[src/rtl/seven_seg_driver.sv]
// Two-digit multiplexed seven-segment driver: latches a tens/units pair and
// time-slices it onto one segment bus with an optional dark gap per slot.
module seven_seg_driver #(
  parameter int unsigned REFRESH_CYCLES     = 1200,
  parameter int unsigned BLANK_CYCLES       = 24,
  parameter bit          SEG_ACTIVE_HIGH    = 1'b1,
  parameter bit          BLANK_LEADING_ZERO = 1'b1
) (
  input  logic       clk,
  input  logic       reset_n,
  input  logic       load,
  input  logic [3:0] ten_count,
  input  logic [3:0] unit_count,
  output logic [6:0] segments,
  output logic       digit
);

  localparam int unsigned CW       = (REFRESH_CYCLES > 1) ? $clog2(REFRESH_CYCLES) : 1;
  localparam logic [CW-1:0] LAST   = CW'(REFRESH_CYCLES - 1);
  localparam int unsigned SHOW_LEN = REFRESH_CYCLES - BLANK_CYCLES;
  localparam bit HAS_GAP           = (BLANK_CYCLES != 0);
  localparam logic [6:0] DARK      = SEG_ACTIVE_HIGH ? 7'h00 : 7'h7F;

  typedef enum logic [1:0] {
    SHOW_UNITS,
    GAP_UNITS,
    SHOW_TENS,
    GAP_TENS
  } state_t;

  state_t        state;
  state_t        next_state;
  logic [CW-1:0] count;
  logic [CW-1:0] next_count;
  logic [3:0]    tens_q;
  logic [3:0]    units_q;
  logic          wrap;
  logic          next_in_gap;
  logic [6:0]    seg_next;
  logic          digit_next;

  function automatic logic [6:0] decode(input logic [3:0] value);
    logic [6:0] pattern;
    case (value)
      4'd0:    pattern = 7'h3F;
      4'd1:    pattern = 7'h06;
      4'd2:    pattern = 7'h5B;
      4'd3:    pattern = 7'h4F;
      4'd4:    pattern = 7'h66;
      4'd5:    pattern = 7'h6D;
      4'd6:    pattern = 7'h7D;
      4'd7:    pattern = 7'h07;
      4'd8:    pattern = 7'h7F;
      4'd9:    pattern = 7'h6F;
      default: pattern = 7'h40;
    endcase
    return pattern;
  endfunction

  always_ff @(posedge clk or negedge reset_n) begin
    if (!reset_n) begin
      tens_q  <= 4'd0;
      units_q <= 4'd0;
    end else if (load) begin
      tens_q  <= ten_count;
      units_q <= unit_count;
    end
  end

  always_ff @(posedge clk or negedge reset_n) begin
    if (!reset_n) begin
      state <= SHOW_UNITS;
      count <= '0;
    end else begin
      state <= next_state;
      count <= next_count;
    end
  end

  always_comb begin
    wrap        = (count == LAST);
    next_count  = wrap ? '0 : count + 1'b1;
    next_in_gap = HAS_GAP && !wrap && ((32'(count) + 32'd1) >= SHOW_LEN);
    next_state  = state;
    case (state)
      SHOW_UNITS: begin
        if (wrap)             next_state = SHOW_TENS;
        else if (next_in_gap) next_state = GAP_UNITS;
      end
      GAP_UNITS: if (wrap) next_state = SHOW_TENS;
      SHOW_TENS: begin
        if (wrap)             next_state = SHOW_UNITS;
        else if (next_in_gap) next_state = GAP_TENS;
      end
      GAP_TENS:  if (wrap) next_state = SHOW_UNITS;
      default:   next_state = SHOW_UNITS;
    endcase
  end

  // Outputs register the current slot, so a value latched on the wrap edge
  // is already in place for the first cycle of the new slot.
  always_comb begin
    digit_next = (state == SHOW_TENS) || (state == GAP_TENS);
    seg_next   = decode(digit_next ? tens_q : units_q);
    if ((state == GAP_UNITS) || (state == GAP_TENS)) begin
      seg_next = 7'h00;
    end else if (digit_next && BLANK_LEADING_ZERO && (tens_q == 4'd0)) begin
      seg_next = 7'h00;
    end
    if (!SEG_ACTIVE_HIGH) begin
      seg_next = ~seg_next;
    end
  end

  always_ff @(posedge clk or negedge reset_n) begin
    if (!reset_n) begin
      segments <= DARK;
      digit    <= 1'b0;
    end else begin
      segments <= seg_next;
      digit    <= digit_next;
    end
  end

endmodule

[config.mk]
export PLATFORM = sky130hd
export DESIGN_NAME = seven_seg_driver
export DESIGN_NICKNAME = d
export VERILOG_FILES = /design/src/rtl/seven_seg_driver.sv
export SDC_FILE = /design/constraint.sdc
export NUM_CORES = 1
export LEC_CHECK = 0
export BUFFER_PORTS_ARGS = -buffer_cell sky130_fd_sc_hd__buf_2
export CAP_MARGIN = 15
export CORE_ASPECT_RATIO = 1.1
export CORE_MARGIN = 4
export CORE_UTILIZATION = 45
export CTS_CLUSTER_DIAMETER = 50
export CTS_CLUSTER_SIZE = 10
export DETAILED_ROUTE_END_ITERATION = 10
export GPL_TIMING_DRIVEN = 0
export SLEW_MARGIN = 5
export SYNTH_ARGS = -nofsm -noshare
export SYNTH_HDL_FRONTEND = slang
export SYNTH_SLANG_ARGS = --single-unit
[constraint.sdc]
create_clock -name clk -period 4.25 [get_ports clk]
set_input_delay 0.6375 -clock clk [delete_from_list [all_inputs] [get_ports clk]]
set_output_delay 0.6375 -clock clk [all_outputs]
set_load 0.01 [all_outputs]
==> flow_summary.json <==
{
  "vias_per_cell": 5.26,
  "place_area_mm2": 0.00157,
  "worst-setup-path-type": "register to register",
  "nFillCells": 292,
  "postCtsHoldBufs": 0,
  "tns_ps": 0,
  "syn_inst": 126,
  "p_leak_nw": 0.775,
  "routabilityCongestion": 0.860,
  "syn_to_final_growth_pct": 13.7,
  "ant_nets": 0,
  "post-cts-setup-buffer-count": 0,
  "crit_path_cell_trace": "ha_1, and4_2, nand2_1, xnor2_1, o31ai_2, a21oi_1",
  "die-area_mm2": 0.00418,
  "hpwl_um": 1850,
  "status": "completed",
  "peakVddDrop_uv": 229,
  "skew_ps": 8.97,
  "cts_inserted_buffers": 5,
  "worst_ep_arrival_time_ps": 1870,
  "placement.io_buffers": 17,
  "cap_violations": 0,
  "reg2regPathDepth": 6,
  "cts_tree": "yes",
  "wl_per_cell_um": 13.8,
  "grt_usage_pct": 15.1,
  "final_area_mm2": 0.00164,
  "design.core.area_mm2": 0.00307,
  "drt_iter0_markers": 27,
  "clk_latency_ps": 320,
  "clkSlewWorstSetupHoldPaths_ps": 100,
  "grt_pass1_vias": 1053,
  "min_period_over_period_pct": 39.1,
  "rows": 21,
  "drt_pass1_iterations": 4,
  "drive_above_1_share_pct": 29.1,
  "syn_area_mm2": 0.00144,
  "num_vias": 974,
  "clock-sinks": 29,
  "most-common-layout-cells": "dfrtp_1 (29), buf_2 (19), mux2_2 (10), nand2_1 (10), nor2_1 (10)",
  "worstMarginPinSlew_ps": 641,
  "endpoint_kind": "register",
  "fin_crit_ps": 1660,
  "finalMaxSlewViolations": 0,
  "fmax_ghz": 0.601,
  "crit_required_ps": 4450,
  "grt_max_degree": 30,
  "drc": 0,
  "grt_pass1_wl_um": 4600,
  "critPathBufInv": 0,
  "fin_hold_ws_ps": 332,
  "cp_max_fo": 7,
  "reg2reg_to": "state[0]",
  "num-nets-final": 167,
  "synth_cell_type_count": 35,
  "cts-root-buf": "clkbuf_4",
  "critPathMaxStageDelay_ps": 460,
  "setup_violations": 0,
  "cp_top_family": "flip-flops",
  "worstHoldPathType": "input port to async pin",
  "rrSetupSlack_ps": 2590,
  "antennaDiodeCount": 0,
  "multi_input_area_um2": 681,
  "fin_util_pct": 53.4,
  "layout_commonest_cell": "dfrtp_1",
  "synth_warnings": 0,
  "grt_overflow": 0,
  "antenna_found_initial": 0,
  "ys_ff_latch": 29,
  "syn_area_per_cell_um2": 11.4,
  "finalHoldViolations": 0,
  "critPathLaunchType": "register",
  "r2r_start": "count[0]",
  "die_h_um": 67.4,
  "die_x_um": 62.0,
  "synth_nets": 143,
  "initial_core_util_pct": 46.9,
  "yosysSeqAreaShare_pct": 50.3,
  "wl_um": 2550,
  "max_slew_margin_pct": 57.3,
  "cts-htree-levels": 2,
  "power_density_mw_per_mm2": 340,
  "io_pins": 19,
  "rsz0062_at_grt": "false",
  "clk_path_buf_depth": 2,
  "regArea_um2": 726,
  "cp_slowest_cell": "dfrtp_1",
  "postCtsResizedCells": 0
}
worst register-to-register path, delay by kind of cell (launching register included):
family | cells | cell delay [ps]
xor+xnor | 1 | 150
simple gates | 2 | 350
compound gates | 2 | 310
flops | 1 | 460
fa+ha+maj | 1 | 270
Yosys cell counts:
master	number	share of area (%)
nor4_4	1	1.5
nand4_1	2	0.87
nand2b_1	1	0.43
a21o_1	1	0.52
buf_2	2	0.69
clkbuf_1	2	0.52
mux2_2	10	7.8
and4_2	1	0.69
nand4bb_1	1	0.78
mux2_4	1	1.0
nor2_1	10	2.6
nand3_1	3	1.0
and4_4	1	0.78
inv_1	5	1.3
and3_4	1	0.78
o21ai_0	4	1.4
a31oi_1	2	0.87
nor2b_1	1	0.43
nor4_1	1	0.43
xor2_1	5	3.0
o32a_1	1	0.69
o21bai_1	1	0.52
nor3_1	1	0.35
dfrtp_1	29	50
xnor2_1	4	2.4
nand2_1	10	2.6
o31ai_2	1	0.87
mux2i_1	4	2.8
and2_1	1	0.43
o211ai_1	1	0.52
ha_1	6	5.2
a22oi_1	1	0.52
nand4_4	1	1.5
a221o_1	1	0.69
a21oi_1	9	3.1
how the worst max path moves through the flow:
stage	startpoint	end	slack (ps)	cells past startpoint
final	count[0]	state[0]	2590	6
after global routing	count[0]	state[0]	2420	6
after CTS	count[0]	state[0]	2570	6
after detailed placement	count[0]	state[0]	2600	6
after global placement	count[0]	state[0]	2600	6
after floorplan	count[0]	state[0]	2740	6
final cells by class:
| class | instances | area share [%] |
|---|---|---|
| clock inverter | 1 | 0.305 |
| inverter | 5 | 1.14 |
| sequential | 29 | 44.2 |
| clock buffer | 7 | 3.97 |
| timing repair buffer | 17 | 5.19 |
| multi-input combinational | 88 | 41.5 |
| tap | 34 | 2.59 |
| buffer | 4 | 1.07 |
registers in the layout, summed over array words and instances, names as in the netlist:
signal and cells:
digit 1, units_q 4, tens_q 4, segments 7
count 11, state 2
metal layers:
| layer | vias to the layer above | wire length (µm) | GRT usage (%) |
|---|---|---|---|
| li1 | 487 | - | - |
| met1 | 463 | 1140 | 17.3 |
| met5 | - | 0 | 0 |
| met2 | 15 | 1240 | 24.4 |
| met3 | 9 | 93 | 4.78 |
| met4 | 0 | 73 | 8.22 |
stage by stage:
stage / instances / total power, mW / setup slack, ps
after floorplan: 126 / 0.345 / 2740
after global placement: 177 / 0.371 / 2600
after detailed placement: 177 / 0.374 / 2600
after CTS: 185 / 0.569 / 2570
after global routing: 185 / 0.592 / 2420
final: 185 / 0.558 / 2590
logic make-up after synthesis:
logic type,share of synthesized area [%]
xor gates and xnor gates,5.46
adders and majority gates,5.20
and+or+nand+nor,15.2
muxes,11.6
buffers and inverters,2.52
DFF,50.3
AOI/OAI and AO/OA,9.71
power by group:
part / switching, mW / total, mW / leakage [nW] / internal (mW)
combinational: 0.0375 / 0.0659 / 0.379 / 0.0284
sequential: 0.00791 / 0.302 / 0.355 / 0.294
clock: 0.0944 / 0.190 / 0.0413 / 0.0958
Power figures use the tool's default switching activity.
